$ cat src/rtl/fetch_queue.sv
// fetch_queue: instruction fetch unit with a small prefetch queue.
//   Issues one word-aligned read at a time to instruction memory. Each
//   acknowledged word is pushed together with its byte address into a
//   DEPTH-entry FIFO that is presented to decode. A redirect flushes the
//   queue and restarts fetching at a new address. A request that is still
//   in flight when the redirect arrives is drained, and its data is dropped.
//
// Parameters
//   DEPTH      queue depth in 32-bit words (power of two, 2..16)
//   RESET_PC   fetch address loaded at reset
//
// Ports
//   clk, rst        clock, synchronous active-high reset
//   redirect        restart the fetch stream at redirect_addr (byte address)
//   mem_req         read request to instruction memory (REQ and DRAIN)
//   mem_addr        word-aligned byte address of the request
//   mem_ack         mem_rdata is valid for the current request
//   mem_rdata       instruction word from memory
//   inst_valid      queue head is presented to decode
//   inst_data       queue-head instruction word
//   inst_pc         queue-head byte address
//   inst_ready      decode takes the head this cycle
//   count           number of queued words
module fetch_queue #(
  parameter int          DEPTH    = 4,
  parameter logic [31:0] RESET_PC = 32'h0000_0000
) (
  input  logic                     clk,
  input  logic                     rst,
  input  logic                     redirect,
  input  logic [31:0]              redirect_addr,
  output logic                     mem_req,
  output logic [31:0]              mem_addr,
  input  logic                     mem_ack,
  input  logic [31:0]              mem_rdata,
  output logic                     inst_valid,
  output logic [31:0]              inst_data,
  output logic [31:0]              inst_pc,
  input  logic                     inst_ready,
  output logic [$clog2(DEPTH):0]   count
);

  localparam int AW = $clog2(DEPTH);
  localparam int CW = AW + 1;
  localparam logic [CW-1:0] DEPTH_C = CW'(DEPTH);

  localparam logic [1:0] S_IDLE  = 2'd0;
  localparam logic [1:0] S_REQ   = 2'd1;
  localparam logic [1:0] S_DRAIN = 2'd2;

  logic [1:0]    r_state;
  // Address of the outstanding request, or of the next one when idle.
  logic [31:0]   r_fetch_pc;
  // Restart address captured while a stale request drains.
  logic [31:0]   r_pend_pc;
  logic [AW-1:0] r_rd_ptr;
  logic [AW-1:0] r_wr_ptr;
  logic [CW-1:0] r_count;
  logic [31:0]   r_q_data [DEPTH];
  logic [31:0]   r_q_pc   [DEPTH];

  logic [31:0]   w_redir_pc;
  logic          w_push;
  logic          w_pop;
  logic [CW-1:0] w_count_next;
  logic          w_unused_addr_bits;

  assign w_redir_pc         = {redirect_addr[31:2], 2'b00};
  assign w_unused_addr_bits = ^redirect_addr[1:0];

  // Data returned in the redirect cycle belongs to the old stream.
  assign w_push = (r_state == S_REQ) && mem_ack && !redirect;
  // A pop coincident with redirect is still consumed by decode; the
  // flush below clears the queue regardless.
  assign w_pop  = inst_valid && inst_ready && !redirect;

  always_comb begin
    w_count_next = r_count;
    if (w_push && !w_pop)
      w_count_next = r_count + CW'(1);
    else if (!w_push && w_pop)
      w_count_next = r_count - CW'(1);
  end

  assign mem_req    = (r_state == S_REQ) || (r_state == S_DRAIN);
  assign mem_addr   = r_fetch_pc;
  assign inst_valid = (r_count != '0);
  // Head outputs read as zero while the queue is empty.
  assign inst_data  = inst_valid ? r_q_data[r_rd_ptr] : 32'h0;
  assign inst_pc    = inst_valid ? r_q_pc[r_rd_ptr]   : 32'h0;
  assign count      = r_count;

  // Control: FSM, fetch address, queue pointers and occupancy
  always_ff @(posedge clk) begin
    if (rst) begin
      r_state    <= S_IDLE;
      r_fetch_pc <= RESET_PC;
      r_rd_ptr   <= '0;
      r_wr_ptr   <= '0;
      r_count    <= '0;
    end else begin
      if (redirect) begin
        r_rd_ptr <= '0;
        r_wr_ptr <= '0;
        r_count  <= '0;
      end else begin
        if (w_push) r_wr_ptr <= r_wr_ptr + AW'(1);
        if (w_pop)  r_rd_ptr <= r_rd_ptr + AW'(1);
        r_count <= w_count_next;
      end

      case (r_state)
        S_IDLE: begin
          // Idle means nothing outstanding, so only the queue needs a slot.
          if (redirect) begin
            r_fetch_pc <= w_redir_pc;
            r_state    <= S_REQ;
          end else if (r_count < DEPTH_C) begin
            r_state <= S_REQ;
          end
        end
        S_REQ: begin
          if (redirect) begin
            if (mem_ack) begin
              r_fetch_pc <= w_redir_pc;
            end else begin
              // Keep mem_addr stable until the old request completes.
              r_pend_pc <= w_redir_pc;
              r_state   <= S_DRAIN;
            end
          end else if (mem_ack) begin
            r_fetch_pc <= r_fetch_pc + 32'd4;
            // Only continue if the next word is guaranteed a slot.
            if (w_count_next >= DEPTH_C)
              r_state <= S_IDLE;
          end
        end
        S_DRAIN: begin
          if (mem_ack) begin
            r_fetch_pc <= redirect ? w_redir_pc : r_pend_pc;
            r_state    <= S_REQ;
          end else if (redirect) begin
            r_pend_pc <= w_redir_pc;
          end
        end
        default: r_state <= S_IDLE;
      endcase
    end
  end

  // Queue storage is not reset; occupancy decides what is visible.
  always_ff @(posedge clk) begin
    if (w_push) begin
      r_q_data[r_wr_ptr] <= mem_rdata;
      r_q_pc[r_wr_ptr]   <= r_fetch_pc;
    end
  end

endmodule

$ cat config.mk
export PLATFORM = sky130hd
export DESIGN_NAME = fetch_queue
export DESIGN_NICKNAME = d
export VERILOG_FILES = /design/src/rtl/fetch_queue.sv
export SDC_FILE = /design/constraint.sdc
export NUM_CORES = 1
export LEC_CHECK = 0
export BUFFER_PORTS_ARGS = -buffer_cell sky130_fd_sc_hd__buf_2
export CAP_MARGIN = 20
export CORE_UTILIZATION = 35
export DETAILED_ROUTE_END_ITERATION = 12
export HOLD_SLACK_MARGIN = 0.08
export PLACE_DENSITY = 0.54
export SLEW_MARGIN = 25
export SYNTH_ARGS = -nofsm -noshare
export SYNTH_HDL_FRONTEND = slang
export SYNTH_SLANG_ARGS = --single-unit
$ cat constraint.sdc
create_clock -name clk -period 9.3 [get_ports clk]
set_input_delay 0.465 -clock clk [delete_from_list [all_inputs] [get_ports clk]]
set_output_delay 0.465 -clock clk [all_outputs]
set_load 0.01 [all_outputs]
-- Word-level counts from Yosys, hierarchy flattened
Memories as Yosys holds them, arrays and structs flattened. A register that Yosys moved wholly into a read port is not among the register bits.
Index checks and enable logic that the tools add are counted.
- output and inout bits: 101
- bits in registers: 73
- RAM bits: 256
- bits of input ports: 69
- logic and storage cells: 75
- memories: 2
- bitwise logic cells: 1
- reductions and logical operators: 18
- add/sub/neg operators: 5
- equal/unequal tests: 12
- mux-type cells: 29
- $lt $le $gt $ge: 2
- memory list (memory ; words ; bits a word ; read ports ; clocked after memory_dff ; write ports ; RTL line ; RTL):
    r_q_data ; 4 ; 32 ; 1 ; 1 ; 1 ; 59 ; logic [31:0] r_q_data [DEPTH];
    r_q_pc ; 4 ; 32 ; 1 ; 1 ; 1 ; 60 ; logic [31:0] r_q_pc [DEPTH];
- operator list (kind ; number):
    $mux 32 ; 11
    $pmux 32 s3 ; 1
    $pmux 32 s2 ; 1
    $add 32x3->32 const B ; 1
    $mux 2 ; 11
    $ne 2x2->1 const B ; 6
    $reduce_and 5->1 ; 2
    $ne 3x3->1 const B ; 3
    $logic_and 1x1->1 ; 6
    $mux 3 ; 2
    $pmux 2 s3 ; 1
    $reduce_bool 3->1 ; 2
    $add 2x1->2 const B ; 2
    $reduce_and 4->1 ; 1
    $add 3x1->3 const B ; 1
    $ge 3x3->1 const B ; 1
    $logic_not 1->1 ; 3
    $lt 3x3->1 const B ; 1
    $ne 3x2->1 const B ; 1
    $sub 3x1->3 const B ; 1
    $eq 2x1->1 const B ; 1
    $eq 2x2->1 const B ; 1
    $logic_not 2->1 ; 1
    $mux 1 ; 2
    other kinds (4) ; 4

-- Logic depth before layout (Yosys ltp)
Gate-level depths: netlist of run 1.
- word-level depth: 12
- gate-level depth with buffers: 13

-- Worst setup path after synthesis of run 1
No wires, ideal clock.
- path kind: input port to flip-flop
- from: in rst
- to: reg r_pend_pc[0], enable pin
- setup time: 461 ps
- path slack: 5553 ps
- arrival time: 3286 ps
- data required time: 8839 ps
- stages: 4
- cells stage by stage: clkbuf_1 > clkbuf_1 > buf_1 > nor3_1
- longest elaborated chain between the ends: 2
- RTL lines (what ; RTL line ; RTL):
    start: declaration ; 29 ; input logic rst,
    $not 1->1 (no line) ; -- ;
    $reduce_and 5->1 (no line) ; -- ;
    end signal: assignment ; 128 ; r_pend_pc <= w_redir_pc;
    end signal: assignment ; 143 ; r_pend_pc <= w_redir_pc;
    end: declaration ; 55 ; logic [31:0] r_pend_pc;
No other way between the ends.
A chain may end at the register's enable or synchronous reset.

==> results of run 1 <==
-- power groups by stage --
stage | logic [W] | registers, W | clock network (W)
2_1_floorplan | 0.000372 | 0.00191 | 0
3_3_place_gp | 0.000592 | 0.00195 | 0
3_5_place_dp | 0.000596 | 0.00196 | 0
4_1_cts | 0.000599 | 0.00193 | 0.00154
5_1_grt | 0.000654 | 0.00195 | 0.00159
6_report | 0.000593 | 0.00192 | 0.00149
-- worst max path at each step --
stage	end	depth (start not counted)
floorplan	r_pend_pc[0]$_SDFFCE_PN0P_	4
global placement	r_state[0]$_SDFFE_PP0P_	10
detailed placement	r_state[0]$_SDFFE_PP0P_	10
CTS	inst_pc[23]	4
global route	inst_pc[23]	4
finish	inst_pc[23]	4
-- per-layer routing --
| layer | GRT usage | wire (um) | vias up |
|---|---|---|---|
| met5 | 0 | 0 | - |
| met4 | 0.0583 | 796 | 0 |
| met3 | 0.0287 | 1680 | 51 |
| met2 | 0.276 | 16400 | 230 |
| met1 | 0.222 | 14900 | 4313 |
| li1 | - | - | 3948 |
-- synthesized netlist by cell type (3+ instances only) --
library cell | number | area, um^2
sky130_fd_sc_hd__edfxtp_1 | 288 | 8650
sky130_fd_sc_hd__nand2_1 | 114 | 428
sky130_fd_sc_hd__and2_1 | 72 | 450
sky130_fd_sc_hd__mux4_2 | 64 | 1440
sky130_fd_sc_hd__clkbuf_1 | 44 | 165
sky130_fd_sc_hd__dfxtp_1 | 43 | 861
sky130_fd_sc_hd__nor2_1 | 35 | 131
sky130_fd_sc_hd__a21oi_1 | 32 | 160
sky130_fd_sc_hd__o21ai_0 | 31 | 155
sky130_fd_sc_hd__inv_1 | 19 | 71.3
sky130_fd_sc_hd__a221oi_1 | 17 | 149
sky130_fd_sc_hd__nand3_1 | 16 | 80.1
sky130_fd_sc_hd__nand4_1 | 15 | 93.8
sky130_fd_sc_hd__nor3_1 | 15 | 75.1
sky130_fd_sc_hd__ha_1 | 14 | 175
sky130_fd_sc_hd__buf_2 | 10 | 50.1
sky130_fd_sc_hd__o21a_1 | 10 | 75.1
sky130_fd_sc_hd__a22o_1 | 8 | 70.1
sky130_fd_sc_hd__a31oi_1 | 6 | 37.5
sky130_fd_sc_hd__and3_1 | 6 | 37.5
sky130_fd_sc_hd__and4_1 | 6 | 52.6
sky130_fd_sc_hd__mux2i_1 | 6 | 60.1
sky130_fd_sc_hd__nor4_1 | 6 | 37.5
sky130_fd_sc_hd__a211oi_1 | 5 | 37.5
sky130_fd_sc_hd__a221o_1 | 5 | 50.1
sky130_fd_sc_hd__nand2b_1 | 5 | 31.3
sky130_fd_sc_hd__nor2b_1 | 5 | 31.3
sky130_fd_sc_hd__xnor2_1 | 5 | 43.8
sky130_fd_sc_hd__a22oi_1 | 3 | 22.5
sky130_fd_sc_hd__nor3b_1 | 3 | 22.5
sky130_fd_sc_hd__o22ai_1 | 3 | 18.8
sky130_fd_sc_hd__xor2_1 | 3 | 26.3
-- state kept, by name, summed over array words and instances (netlist names), named ones only --
signal     cells
mem_addr      32
r_q_pc       128
r_pend_pc     32
r_q_data     128
r_rd_ptr       2
r_state        2
r_wr_ptr       2
count          2
-- kinds of logic (layout without fill, tap and decap cells) --
logic type / Yosys count / in the layout / synth area share
xor+xnor: 8 / 8 / 0.00500
flops: 331 / 331 / 0.678
compound gates: 132 / 132 / 0.0628
buf+inv: 78 / 267 / 0.0229
fa+ha+maj: 14 / 14 / 0.0125
mux: 72 / 72 / 0.109
simple gates: 307 / 307 / 0.110
-- per-stage QoR --
step	power, W	utilization
floorplan	0.00228	-
global placement	0.00254	0.394
detailed placement	0.00255	0.394
CTS	0.00406	0.426
global route	0.00419	0.427
finish	0.00401	0.427
-- layout make-up --
cell class | count | area (um^2) | share of cell area
clock buffers | 44 | 1020 | 0.0614
clock inverters | 23 | 233 | 0.0139
inverters | 19 | 71.3 | 0.00427
multi-input cells | 533 | 4240 | 0.254
flip-flops and latches | 331 | 9520 | 0.570
well taps | 518 | 648 | 0.0388
repair buffers | 181 | 956 | 0.0573
-- worst reg2reg max path: stages, from the launching register on --
cell and delay [ns]:
sky130_fd_sc_hd__dfxtp_1 0.36, sky130_fd_sc_hd__inv_1 0.10, sky130_fd_sc_hd__ha_1 0.38, sky130_fd_sc_hd__nor2b_2 0.82, sky130_fd_sc_hd__nand2_1 0.26, sky130_fd_sc_hd__inv_1 0.23
sky130_fd_sc_hd__ha_1 0.26, sky130_fd_sc_hd__o21ai_0 0.13, sky130_fd_sc_hd__xnor2_1 0.17, sky130_fd_sc_hd__a21oi_1 0.17, sky130_fd_sc_hd__mux2_2 0.34
==> load_flow_metrics.sql, run 1 <==
INSERT INTO impl_metrics (metric_group, metric, value, unit) VALUES
('die', 'floorplan.initialDensity', '0.359', ''),
('cts', 'cts.clk_slew.worst_paths', '0.06', 'ns'),
('place', 'place_hpwl', '19900', 'um'),
('power', 'power.leakage', '5.90', 'nW'),
('cts', 'number_of_buffers_created_by_cts', '38', ''),
('cts', 'cts_root_buffer', 'sky130_fd_sc_hd__clkbuf_16', ''),
('place', 'place.port_buffers', '167', ''),
('critical_path', 'critical_path.slowest_cell', 'sky130_fd_sc_hd__dfxtp_4', ''),
('power', 'power.share.combinational', '0.148', ''),
('synthesis', 'synth.net_count', '1025', ''),
('synthesis', 'async_reset_ff_frac', '0', ''),
('detailed_routing', 'total_via_count_in_the_routed_design', '8542', ''),
('synthesis', 'ys_seq_area_frac', '0.678', ''),
('timing', 'timing.final.crit_period', '3.44', 'ns'),
('cts', 'post_cts_hold_buffer_count', '0', ''),
('critical_path', 'ff2ff_path_depth', '10', ''),
('worst_hold_path', 'min_delay_path_depth', '1', ''),
('power', 'irDropWorstVdd', '0.000162', 'V'),
('die', 'i_o_pin_count', '170', ''),
('timing', 'final_min_period_over_clock_period', '0.370', ''),
('synthesis', 'number_of_instances_in_the_synthesized_netlist', '942', ''),
('timing', 'final.hold.worst_slack', '0.143', 'ns'),
('cts', 'clock_sinks', '331', ''),
('worst_hold_path', 'holdPathEnd', 'r_q_data[1][28]$_DFFE_PP_', ''),
('critical_path', 'cp-end-kind', 'output pin', ''),
('timing', 'worst_slack', '5.86', 'ns'),
('detailed_routing', 'detail_route.wl_per_cell', '20.4', 'um'),
('detailed_routing', 'drt_wl_total', '33700', 'um'),
('timing', 'final_max_slew_viol_count', '0', ''),
('critical_path', 'path_class', 'flop to output pin', ''),
('synthesis', 'synth.avg_cell_area', '14.9', 'um^2'),
('global_route', 'grt-ovfl-total', '0', ''),
('worst_hold_path', 'holdCritStartpoint', 'mem_rdata[28]', ''),
('critical_path', 'required', '8.84', 'ns'),
('critical_path', 'worstPathArrival', '2.97', 'ns'),
('place', 'pre_cts_ws', '5.95', 'ns'),
('timing', 'maximum_clock_rate', '0.291', 'GHz'),
('global_route', 'groute.usage.overall', '0.167', ''),
('detailed_routing', 'post-route-drc-count', '0', ''),
('global_route', 'number_of_antenna_violations_at_the_first_check_in_global_routing', '0', ''),
('timing', 'number_of_hold_violations_in_the_final_report', '0', ''),
('power', 'power_switching_share', '0.277', ''),
('synthesis', 'postSynth.topFlopCell', 'sky130_fd_sc_hd__edfxtp_1', ''),
('timing', 'max-slew-margin-rel', '0.358', ''),
('power', 'power_frac_seq', '0.480', ''),
('final_layout', 'layout.cells.most_common', 'sky130_fd_sc_hd__edfxtp_1', ''),
('detailed_routing', 'detailedRoute.firstIterationViolations', '483', ''),
('cts', 'post_cts_buffers', '0', ''),
('place', 'gpl.final_weighted_congestion', '0.792', ''),
('die', 'core-area', '39100', 'um^2'),
('die', 'fp.dieArea', '40900', 'um^2'),
('global_route', 'grt_first_pass_wirelength', '52300', 'um'),
('global_route', 'maximum_number_of_pins_on_one_net_before_global_route_repair', '67', ''),
('die', 'floorplan.die.height', '202', 'um'),
('worst_hold_path', 'worstHoldPathType', 'input port to flop', ''),
('final_layout', 'insertedDiodeCount', '0', ''),
('final_layout', 'syn2layout_area_growth', '19.0', '%'),
('timing', 'setup_violators_final', '0', ''),
('job', 'max_cap_violations', '0', ''),
('critical_path', 'reg2reg_slack', '5.99', 'ns'),
('synthesis', 'synth_warnings', '0', ''),
('synthesis', 'netlist_area', '14000', 'um^2'),
('outcome', 'outcome', 'finished clean', ''),
('critical_path', 'worstReg2RegEnd', 'r_state[0]$_SDFFE_PP0P_', ''),
('timing', 'setup_tns', '0', 'ns'),
('critical_path', 'critPathMaxStageDelay', '0.74', 'ns'),
('power', 'power.density_cell_area', '240', 'nW/um^2'),
('synthesis', 'ys_ff_latch', '331', ''),
('critical_path', 'top_cell_family_by_delay_on_the_critical_path', 'buffers and inverters', ''),
('cts', 'insertion_delay', '0.53', 'ns'),
('power', 'cell_internal_pwr', '0.00290', 'W');
No activity file was read; power rests on OpenSTA's default activity.
==> inputs of run 2 (changes only) <==
--- a/config.mk
+++ b/config.mk
@@ -5,12 +5,13 @@
 export SDC_FILE = /design/constraint.sdc
 export NUM_CORES = 1
 export LEC_CHECK = 0
+export ABC_AREA = 1
 export BUFFER_PORTS_ARGS = -buffer_cell sky130_fd_sc_hd__buf_2
 export CAP_MARGIN = 20
 export CORE_UTILIZATION = 35
 export DETAILED_ROUTE_END_ITERATION = 12
 export HOLD_SLACK_MARGIN = 0.08
-export PLACE_DENSITY = 0.54
+export PLACE_DENSITY = 0.55
 export SLEW_MARGIN = 25
 export SYNTH_ARGS = -nofsm -noshare
 export SYNTH_HDL_FRONTEND = slang
==> constraint.sdc (replaced) <==
create_clock -name clk -period 2.9 [get_ports clk]
set_input_delay 0.145 -clock clk [delete_from_list [all_inputs] [get_ports clk]]
set_output_delay 0.145 -clock clk [all_outputs]
set_load 0.01 [all_outputs]
==> run 2 against run 1 <==
Combinational power grew to 3.3 times the previous value. Die area up 2.5%. Core utilization increased by 1.6 points. Setup slack worse by 5.5 ns. Clock-buffer cell count grew 2. Non-clock buffer count up 72.
==> load_flow_metrics.sql, run 2 <==
INSERT INTO impl_metrics (metric_group, metric, value, unit) VALUES
('outcome', 'outcome', 'finished clean', ''),
('critical_path', 'worstReg2RegEnd', 'r_state[0]$_SDFFE_PP0P_', ''),
('die', 'i_o_pin_count', '170', ''),
('detailed_routing', 'total_via_count_in_the_routed_design', '10668', ''),
('place', 'placedCellCount', '2048', ''),
('detailed_routing', 'drt_wl_total', '37800', 'um'),
('timing', 'setup_violators_final', '0', ''),
('synthesis', 'synth-edff-count', '288', ''),
('detailed_routing', 'ant_nets', '0', ''),
('final_layout', 'insertedDiodeCount', '0', ''),
('critical_path', 'timing.critical_path.from_type', 'flop', ''),
('job', 'max_cap_violations', '0', ''),
('synthesis', 'synth_commonest_cells', 'sky130_fd_sc_hd__nor2_1, sky130_fd_sc_hd__edfxtp_1, sky130_fd_sc_hd__nand2_1', ''),
('synthesis', 'postSynth.topFlopCell', 'sky130_fd_sc_hd__edfxtp_1', ''),
('die', 'core-area', '40100', 'um^2'),
('detailed_routing', 'firstDrtPassIters', '5', ''),
('place', 'gpl.final_weighted_congestion', '0.827', ''),
('synthesis', 'synth_warnings', '0', ''),
('critical_path', 'reg2reg_slack', '0.48', 'ns'),
('synthesis', 'synth.most_common_cell', 'sky130_fd_sc_hd__nor2_1', ''),
('synthesis', 'async_reset_ff_frac', '0', ''),
('final_layout', 'design_area', '17800', 'um^2'),
('cts', 'number_of_buffers_created_by_cts', '37', ''),
('global_route', 'grt_pass1_vias', '10505', ''),
('timing', 'timing.final.crit_period', '2.58', 'ns'),
('timing', 'number_of_hold_violations_in_the_final_report', '0', ''),
('die', 'floorplan.die.height', '205', 'um'),
('cts', 'tritoncts', 'yes', ''),
('global_route', 'grt-ovfl-total', '0', ''),
('timing', 'final_max_slew_viol_count', '0', ''),
('global_route', 'grt_first_pass_wirelength', '58300', 'um'),
('detailed_routing', 'post-route-drc-count', '0', ''),
('critical_path', 'critical_path.slowest_cell', 'sky130_fd_sc_hd__inv_4', ''),
('critical_path', 'cp_cell_sequence', 'inv_1 > ha_1 > nand2_1 > inv_4 > buf_4 > a21oi_1 > buf_2', ''),
('cts', 'htreeDepth', '2', ''),
('die', 'fp.dieArea', '41900', 'um^2'),
('final_layout', 'num-fill-cells', '3812', ''),
('global_route', 'maximum_number_of_pins_on_one_net_before_global_route_repair', '81', ''),
('synthesis', 'netlist_area', '14400', 'um^2'),
('global_route', 'number_of_antenna_violations_at_the_first_check_in_global_routing', '0', ''),
('critical_path', 'ff2ff_path_depth', '15', ''),
('critical_path', 'biggest_fanout_along_the_worst_timing_path', '40', ''),
('timing', 'max-slew-margin-rel', '0.397', ''),
('worst_hold_path', 'worstHoldPathType', 'input port to flop', ''),
('timing', 'final_min_period_over_clock_period', '0.888', ''),
('cts', 'cts_root_buffer', 'sky130_fd_sc_hd__clkbuf_16', ''),
('global_route', 'groute.usage.overall', '0.181', ''),
('critical_path', 'critPathMaxStageDelay', '0.44', 'ns'),
('synthesis', 'ys_seq_area_frac', '0.662', ''),
('power', 'power.density_cell_area', '730', 'nW/um^2'),
('worst_hold_path', 'holdPathEnd', 'r_q_data[0][30]$_DFFE_PP_', ''),
('cts', 'insertion_delay', '0.55', 'ns'),
('critical_path', 'cp-end-kind', 'output pin', ''),
('final_layout', 'layout_top_registers', 'r_q_data x128, r_q_pc x128', ''),
('critical_path', 'required', '2.76', 'ns'),
('detailed_routing', 'detail_route.wl_per_cell', '17.3', 'um'),
('timing', 'max_slew.worst_pin.slew', '0.904', 'ns'),
('synthesis', 'synth.net_count', '1488', ''),
('critical_path', 'worstPathArrival', '2.43', 'ns'),
('worst_hold_path', 'min_delay_path_depth', '2', ''),
('place', 'place.port_buffers', '167', ''),
('critical_path', 'path_class', 'flop to output pin', ''),
('cts', 'clock_sinks', '331', ''),
('cts', 'cts.clk_slew.worst_paths', '0.06', 'ns'),
('synthesis', 'synth_top_area_share', '0.602', ''),
('timing', 'maximum_clock_rate', '0.388', 'GHz'),
('power', 'irDropWorstVdd', '0.000502', 'V'),
('synthesis', 'number_of_instances_in_the_synthesized_netlist', '1405', ''),
('die', 'placementRows', '73', ''),
('cts', 'cts-root-to-sink-buffers', '3', ''),
('die', 'dieWidth', '205', 'um'),
('final_layout', 'most-common-layout-cells', 'sky130_fd_sc_hd__nor2_1, sky130_fd_sc_hd__edfxtp_1, sky130_fd_sc_hd__nand2_1, sky130_fd_sc_hd__o21ai_0, sky130_fd_sc_hd__buf_2', ''),
('final_layout', 'finish.cell_count_without_fillers', '2179', ''),
('timing', 'skew', '0.0218', 'ns'),
('detailed_routing', 'detailedRoute.firstIterationViolations', '616', ''),
('synthesis', 'synthDistinctLibCells', '37', ''),
('synthesis', 'netlist_top_cells_area', 'sky130_fd_sc_hd__edfxtp_1, sky130_fd_sc_hd__nor2_1, sky130_fd_sc_hd__o21ai_0', ''),
('worst_hold_path', 'holdCritStartpoint', 'mem_rdata[30]', ''),
('timing', 'setup_repair_after_global_routing_missed_its_margin', 'no', ''),
('final_layout', 'syn2layout_area_growth', '23.5', '%'),
('critical_path', 'critical_path.reg2reg.startpoint', 'r_state[1]$_SDFFE_PP0P_', ''),
('synthesis', 'synth.avg_cell_area', '10.2', 'um^2'),
('die', 'floorplan.initialDensity', '0.359', ''),
('final_layout', 'layout.cells.most_common', 'sky130_fd_sc_hd__nor2_1', ''),
('place', 'place_hpwl', '21700', 'um'),
('place', 'area_post_placement', '15800', 'um^2'),
('final_layout', 'fin_nets', '1711', ''),
('power', 'power.leakage', '6.73', 'nW'),
('final_layout', 'layout_cell_share_with_drive_strength_beyond_1', '0.171', ''),
('synthesis', 'post-synth-top-area-cell', 'sky130_fd_sc_hd__edfxtp_1', ''),
('detailed_routing', 'detail_route.vias_per_cell', '4.90', ''),
('synthesis', 'ys_ff_latch', '331', '');
run 2: changes by cell type after synthesis, moves of 15 or more:
cell | before | now
sky130_fd_sc_hd__mux4_2 | 64 | 0
sky130_fd_sc_hd__a221oi_1 | 17 | 2
sky130_fd_sc_hd__nor2_1 | 35 | 300
sky130_fd_sc_hd__o21ai_0 | 31 | 175
sky130_fd_sc_hd__and2_1 | 72 | 2
sky130_fd_sc_hd__nand2_1 | 114 | 215
sky130_fd_sc_hd__inv_1 | 19 | 63
sky130_fd_sc_hd__a21oi_1 | 32 | 141
run 2: what timing repair did:
item,CTS,global route
hold endpoints to repair,197,0
gates resized for setup,1,0
setup buffers,0,0
hold buffers,66,0
setup endpoints to repair,5,0
run 2: metrics by stage:
step                setup TNS [ns]  worst slack [ns]  total power [W]   util  hold WS [ns]
floorplan                   -88.57            -0.346          0.00730      -         0.244
global placement                 0             0.544          0.00812  0.395         0.361
detailed placement               0             0.496          0.00815  0.395         0.363
CTS                              0             0.251           0.0131  0.443         0.325
global route                     0             0.140           0.0136  0.443         0.358
finish                           0             0.324           0.0130  0.443         0.362
run 2: area by class of cell:
class | instances | area (um^2) | share of cell area
timing repair buffer | 253 | 1710 | 0.0963
tap | 525 | 657 | 0.0370
inverter | 73 | 278 | 0.0156
multi-input combinational | 932 | 4340 | 0.244
sequential | 331 | 9510 | 0.536
clock buffer | 46 | 1030 | 0.0582
clock inverter | 19 | 225 | 0.0127
run 2: layer usage:
| metal | track usage | vias to the layer above | routed length, um |
|---|---|---|---|
| met5 | 0 | - | 0 |
| met4 | 0.0565 | 0 | 756 |
| met3 | 0.0350 | 48 | 1990 |
| met2 | 0.306 | 247 | 18100 |
| met1 | 0.234 | 5111 | 17000 |
| li1 | - | 5262 | - |
run 2: where the power goes:
group | leakage [nW] | total [W] | internal (W) | switching, W
Combinational | 3.14 | 0.00198 | 0.000687 | 0.00129
Sequential | 2.97 | 0.00614 | 0.00567 | 0.000474
Clock | 0.619 | 0.00484 | 0.00297 | 0.00187
run 2: cells by family (layout without fill, tap and decap cells):
family	after synthesis	after routing	synth area share
buffers and inverters	142	391	0.0398
XOR/XNOR	10	10	0.00609
adder cells (fa/ha/maj)	14	14	0.0122
AO/OA/AOI/OAI	333	333	0.119
flip-flops	331	331	0.662
AND/OR/NAND/NOR	575	575	0.162
run 2: how the worst max path moves through the flow:
stage,start,end
2_1_floorplan,r_state[1]$_SDFFE_PP0P_,r_q_data[0][0]$_DFFE_PP_
3_3_place_gp,r_state[1]$_SDFFE_PP0P_,r_state[0]$_SDFFE_PP0P_
3_5_place_dp,r_state[1]$_SDFFE_PP0P_,r_state[0]$_SDFFE_PP0P_
4_1_cts,count[0]$_SDFF_PP0_,inst_data[22]
5_1_grt,count[0]$_SDFF_PP0_,inst_data[22]
6_report,count[0]$_SDFF_PP0_,inst_data[22]
run 2: worst max-delay path: cells and delay by family, from the launching register on:
kind | cells | cell delay, ns
adder cells (fa/ha/maj) | 1 | 0.16
flip-flops | 1 | 0.32
AO/OA/AOI/OAI | 1 | 0.13
buffers and inverters | 4 | 1.14
AND/OR/NAND/NOR | 1 | 0.12
==> inputs of run 3 (changes only) <==
--- a/config.mk
+++ b/config.mk
@@ -9,6 +9,7 @@
 export BUFFER_PORTS_ARGS = -buffer_cell sky130_fd_sc_hd__buf_2
 export CAP_MARGIN = 20
 export CORE_UTILIZATION = 35
+export CTS_BUF_LIST = sky130_fd_sc_hd__clkbuf_4 sky130_fd_sc_hd__clkbuf_8
 export DETAILED_ROUTE_END_ITERATION = 12
 export HOLD_SLACK_MARGIN = 0.08
 export PLACE_DENSITY = 0.55
==> run 3 against run 2 <==
Die area did not move. Core utilization decreased by 0.15 points. Clock-buffer cell count is 35 higher. Largest power group unchanged. Critical endpoint unchanged. Wire length up 0.85%. Clock power down 15%. Flip-flop and latch count is the same. Combinational power up 3%. Setup slack worse by 0.093 ns.
==> load_flow_metrics.sql, run 3 (synthesized netlist as in run 2, its figures left out) <==
INSERT INTO impl_metrics (metric_group, metric, value, unit) VALUES
('die', 'core-area', '40100', 'um^2'),
('final_layout', 'layout.cells.most_common', 'sky130_fd_sc_hd__nor2_1', ''),
('die', 'dieWidth', '205', 'um'),
('cts', 'cts_root_buffer', 'sky130_fd_sc_hd__clkbuf_8', ''),
('place', 'placedCellCount', '2048', ''),
('power', 'cell_internal_pwr', '0.00866', 'W'),
('die', 'placementRows', '73', ''),
('final_layout', 'syn2layout_area_growth', '23.1', '%'),
('timing', 'timing.final.crit_period', '2.67', 'ns'),
('critical_path', 'biggest_fanout_along_the_worst_timing_path', '40', ''),
('global_route', 'number_of_antenna_violations_at_the_first_check_in_global_routing', '0', ''),
('critical_path', 'worstPathArrival', '2.52', 'ns'),
('final_layout', 'multi_input_comb_area', '4340', 'um^2'),
('die', 'i_o_pin_count', '170', ''),
('power', 'switching_power', '0.00366', 'W'),
('cts', 'clock_sinks', '331', ''),
('job', 'max_cap_violations', '0', ''),
('power', 'power.leakage', '6.76', 'nW'),
('die', 'floorplan.initialDensity', '0.359', ''),
('cts', 'post_cts_buffers', '0', ''),
('cts', 'insertion_delay', '0.65', 'ns'),
('final_layout', 'layout_cell_share_with_drive_strength_beyond_1', '0.189', ''),
('timing', 'setup_repair_after_global_routing_missed_its_margin', 'no', ''),
('place', 'gpl.final_weighted_congestion', '0.827', ''),
('global_route', 'grt-ovfl-total', '0', ''),
('power', 'irDropWorstVdd', '0.000485', 'V'),
('worst_hold_path', 'worstHoldPathType', 'input port to flop', ''),
('timing', 'worst_slack', '0.231', 'ns'),
('power', 'power.share.clock', '0.335', ''),
('power', 'power.density_cell_area', '696', 'nW/um^2'),
('final_layout', 'finish.cell_count_without_fillers', '2222', ''),
('detailed_routing', 'post-route-drc-count', '0', ''),
('global_route', 'maximum_number_of_pins_on_one_net_before_global_route_repair', '81', ''),
('timing', 'maximum_clock_rate', '0.375', 'GHz'),
('timing', 'final_max_slew_viol_count', '0', ''),
('critical_path', 'ff2ff_path_depth', '11', ''),
('detailed_routing', 'ant_nets', '0', ''),
('detailed_routing', 'drt_wl_total', '38100', 'um'),
('critical_path', 'required', '2.76', 'ns'),
('timing', 'max_slew.worst_pin.slew', '0.888', 'ns'),
('cts', 'tritoncts', 'yes', ''),
('detailed_routing', 'detail_route.vias_per_cell', '4.86', ''),
('cts', 'number_of_buffers_created_by_cts', '55', ''),
('final_layout', 'num-fill-cells', '3827', ''),
('final_layout', 'fin_nets', '1738', ''),
('cts', 'cts.clk_slew.worst_paths', '0.06', 'ns'),
('global_route', 'groute.usage.overall', '0.183', ''),
('detailed_routing', 'total_via_count_in_the_routed_design', '10795', ''),
('detailed_routing', 'firstDrtPassIters', '5', ''),
('timing', 'final.hold.worst_slack', '0.271', 'ns'),
('critical_path', 'path_class', 'flop to output pin', ''),
('place', 'pre_cts_ws', '0.496', 'ns'),
('power', 'power', '0.0123', 'W'),
('final_layout', 'layout_top_registers', 'r_q_data x128, r_q_pc x128', ''),
('critical_path', 'cp-end-kind', 'output pin', ''),
('timing', 'setup_violators_final', '0', ''),
('detailed_routing', 'detail_route.wl_per_cell', '17.2', 'um'),
('place', 'place_hpwl', '21700', 'um'),
('final_layout', 'ff_latch_area', '9510', 'um^2'),
('timing', 'number_of_hold_violations_in_the_final_report', '0', ''),
('cts', 'cts-root-to-sink-buffers', '3', ''),
('timing', 'final_min_period_over_clock_period', '0.920', ''),
('cts', 'htreeDepth', '2', ''),
('timing', 'max-slew-margin-rel', '0.408', ''),
('final_layout', 'insertedDiodeCount', '0', ''),
('timing', 'skew', '0.0473', 'ns'),
('global_route', 'grt_first_pass_wirelength', '58900', 'um'),
('power', 'power_frac_seq', '0.499', ''),
('detailed_routing', 'detailedRoute.firstIterationViolations', '506', ''),
('outcome', 'outcome', 'finished clean', ''),
('critical_path', 'timing.critical_path.from_type', 'flop', ''),
('final_layout', 'most-common-layout-cells', 'sky130_fd_sc_hd__nor2_1, sky130_fd_sc_hd__edfxtp_1, sky130_fd_sc_hd__nand2_1, sky130_fd_sc_hd__o21ai_0, sky130_fd_sc_hd__buf_2', ''),
('place', 'place.port_buffers', '167', ''),
('die', 'fp.dieArea', '41900', 'um^2'),
('power', 'power_switching_share', '0.297', ''),
('global_route', 'grt_pass1_vias', '10718', ''),
('worst_hold_path', 'min_delay_path_depth', '2', ''),
('power', 'power.share.combinational', '0.166', ''),
('die', 'floorplan.die.height', '205', 'um');
-- run 3: critical path, cell delays in order, from the launching register on --
cell	delay [ns]
sky130_fd_sc_hd__dfxtp_1	0.32
sky130_fd_sc_hd__inv_1	0.11
sky130_fd_sc_hd__ha_1	0.16
sky130_fd_sc_hd__nand2_1	0.11
sky130_fd_sc_hd__inv_4	0.44
sky130_fd_sc_hd__buf_4	0.42
sky130_fd_sc_hd__a21oi_1	0.14
sky130_fd_sc_hd__buf_2	0.17
-- run 3: through the flow --
step	TNS (ns)	util	cell area [um^2]
after floorplan	-88.57	-	14400
final	0	0.441	17700
after global placement	0	0.395	15800
after CTS	0	0.441	17700
after detailed placement	0	0.395	15800
after global routing	0	0.441	17700
-- run 3: area by class of cell --
type / count / area share
Timing Repair Buffer: 262 / 0.102
Clock buffer: 81 / 0.0552
Inverter: 73 / 0.0158
Multi-Input combinational cell: 932 / 0.245
Clock inverter: 18 / 0.00728
Sequential cell: 331 / 0.538
Tap cell: 525 / 0.0371
-- run 3: worst paths after layout --
check | endpoint | slack, ns | start
setup reg to reg | mem_addr[30]$_SDFFE_PP0P_ | 0.32 | r_state[0]$_SDFFE_PP0P_
setup / recovery | inst_data[22] | 0.23 | count[0]$_SDFF_PP0_
hold reg to reg | flop | 0.47 | r_rd_ptr[0]$_SDFFE_PP0P_
hold / removal | r_q_data[3][30]$_DFFE_PP_ | 0.27 | mem_rdata[30]
-- run 3: per-layer routing --
layer,global-route usage,up-vias,part of all wire
li1,-,5323,-
met1,0.233,5143,0.45
met2,0.309,279,0.47
met3,0.0401,50,0.061
met4,0.0560,0,0.018
met5,0,-,0
-- run 3: what timing repair did --
item	CTS	global route
hold buffers	75	0
gates resized for setup	1	2
endpoints found under the hold margin	201	0
pin swaps	0	0
setup endpoints to repair	25	3
-- run 3: power groups by stage --
stage	logic, W	clock network (W)	registers, W
finish	0.00204	0.00412	0.00615
floorplan	0.00118	0	0.00611
global route	0.00228	0.00445	0.00620
global placement	0.00190	0	0.00623
detailed placement	0.00191	0	0.00624
CTS	0.00204	0.00425	0.00615
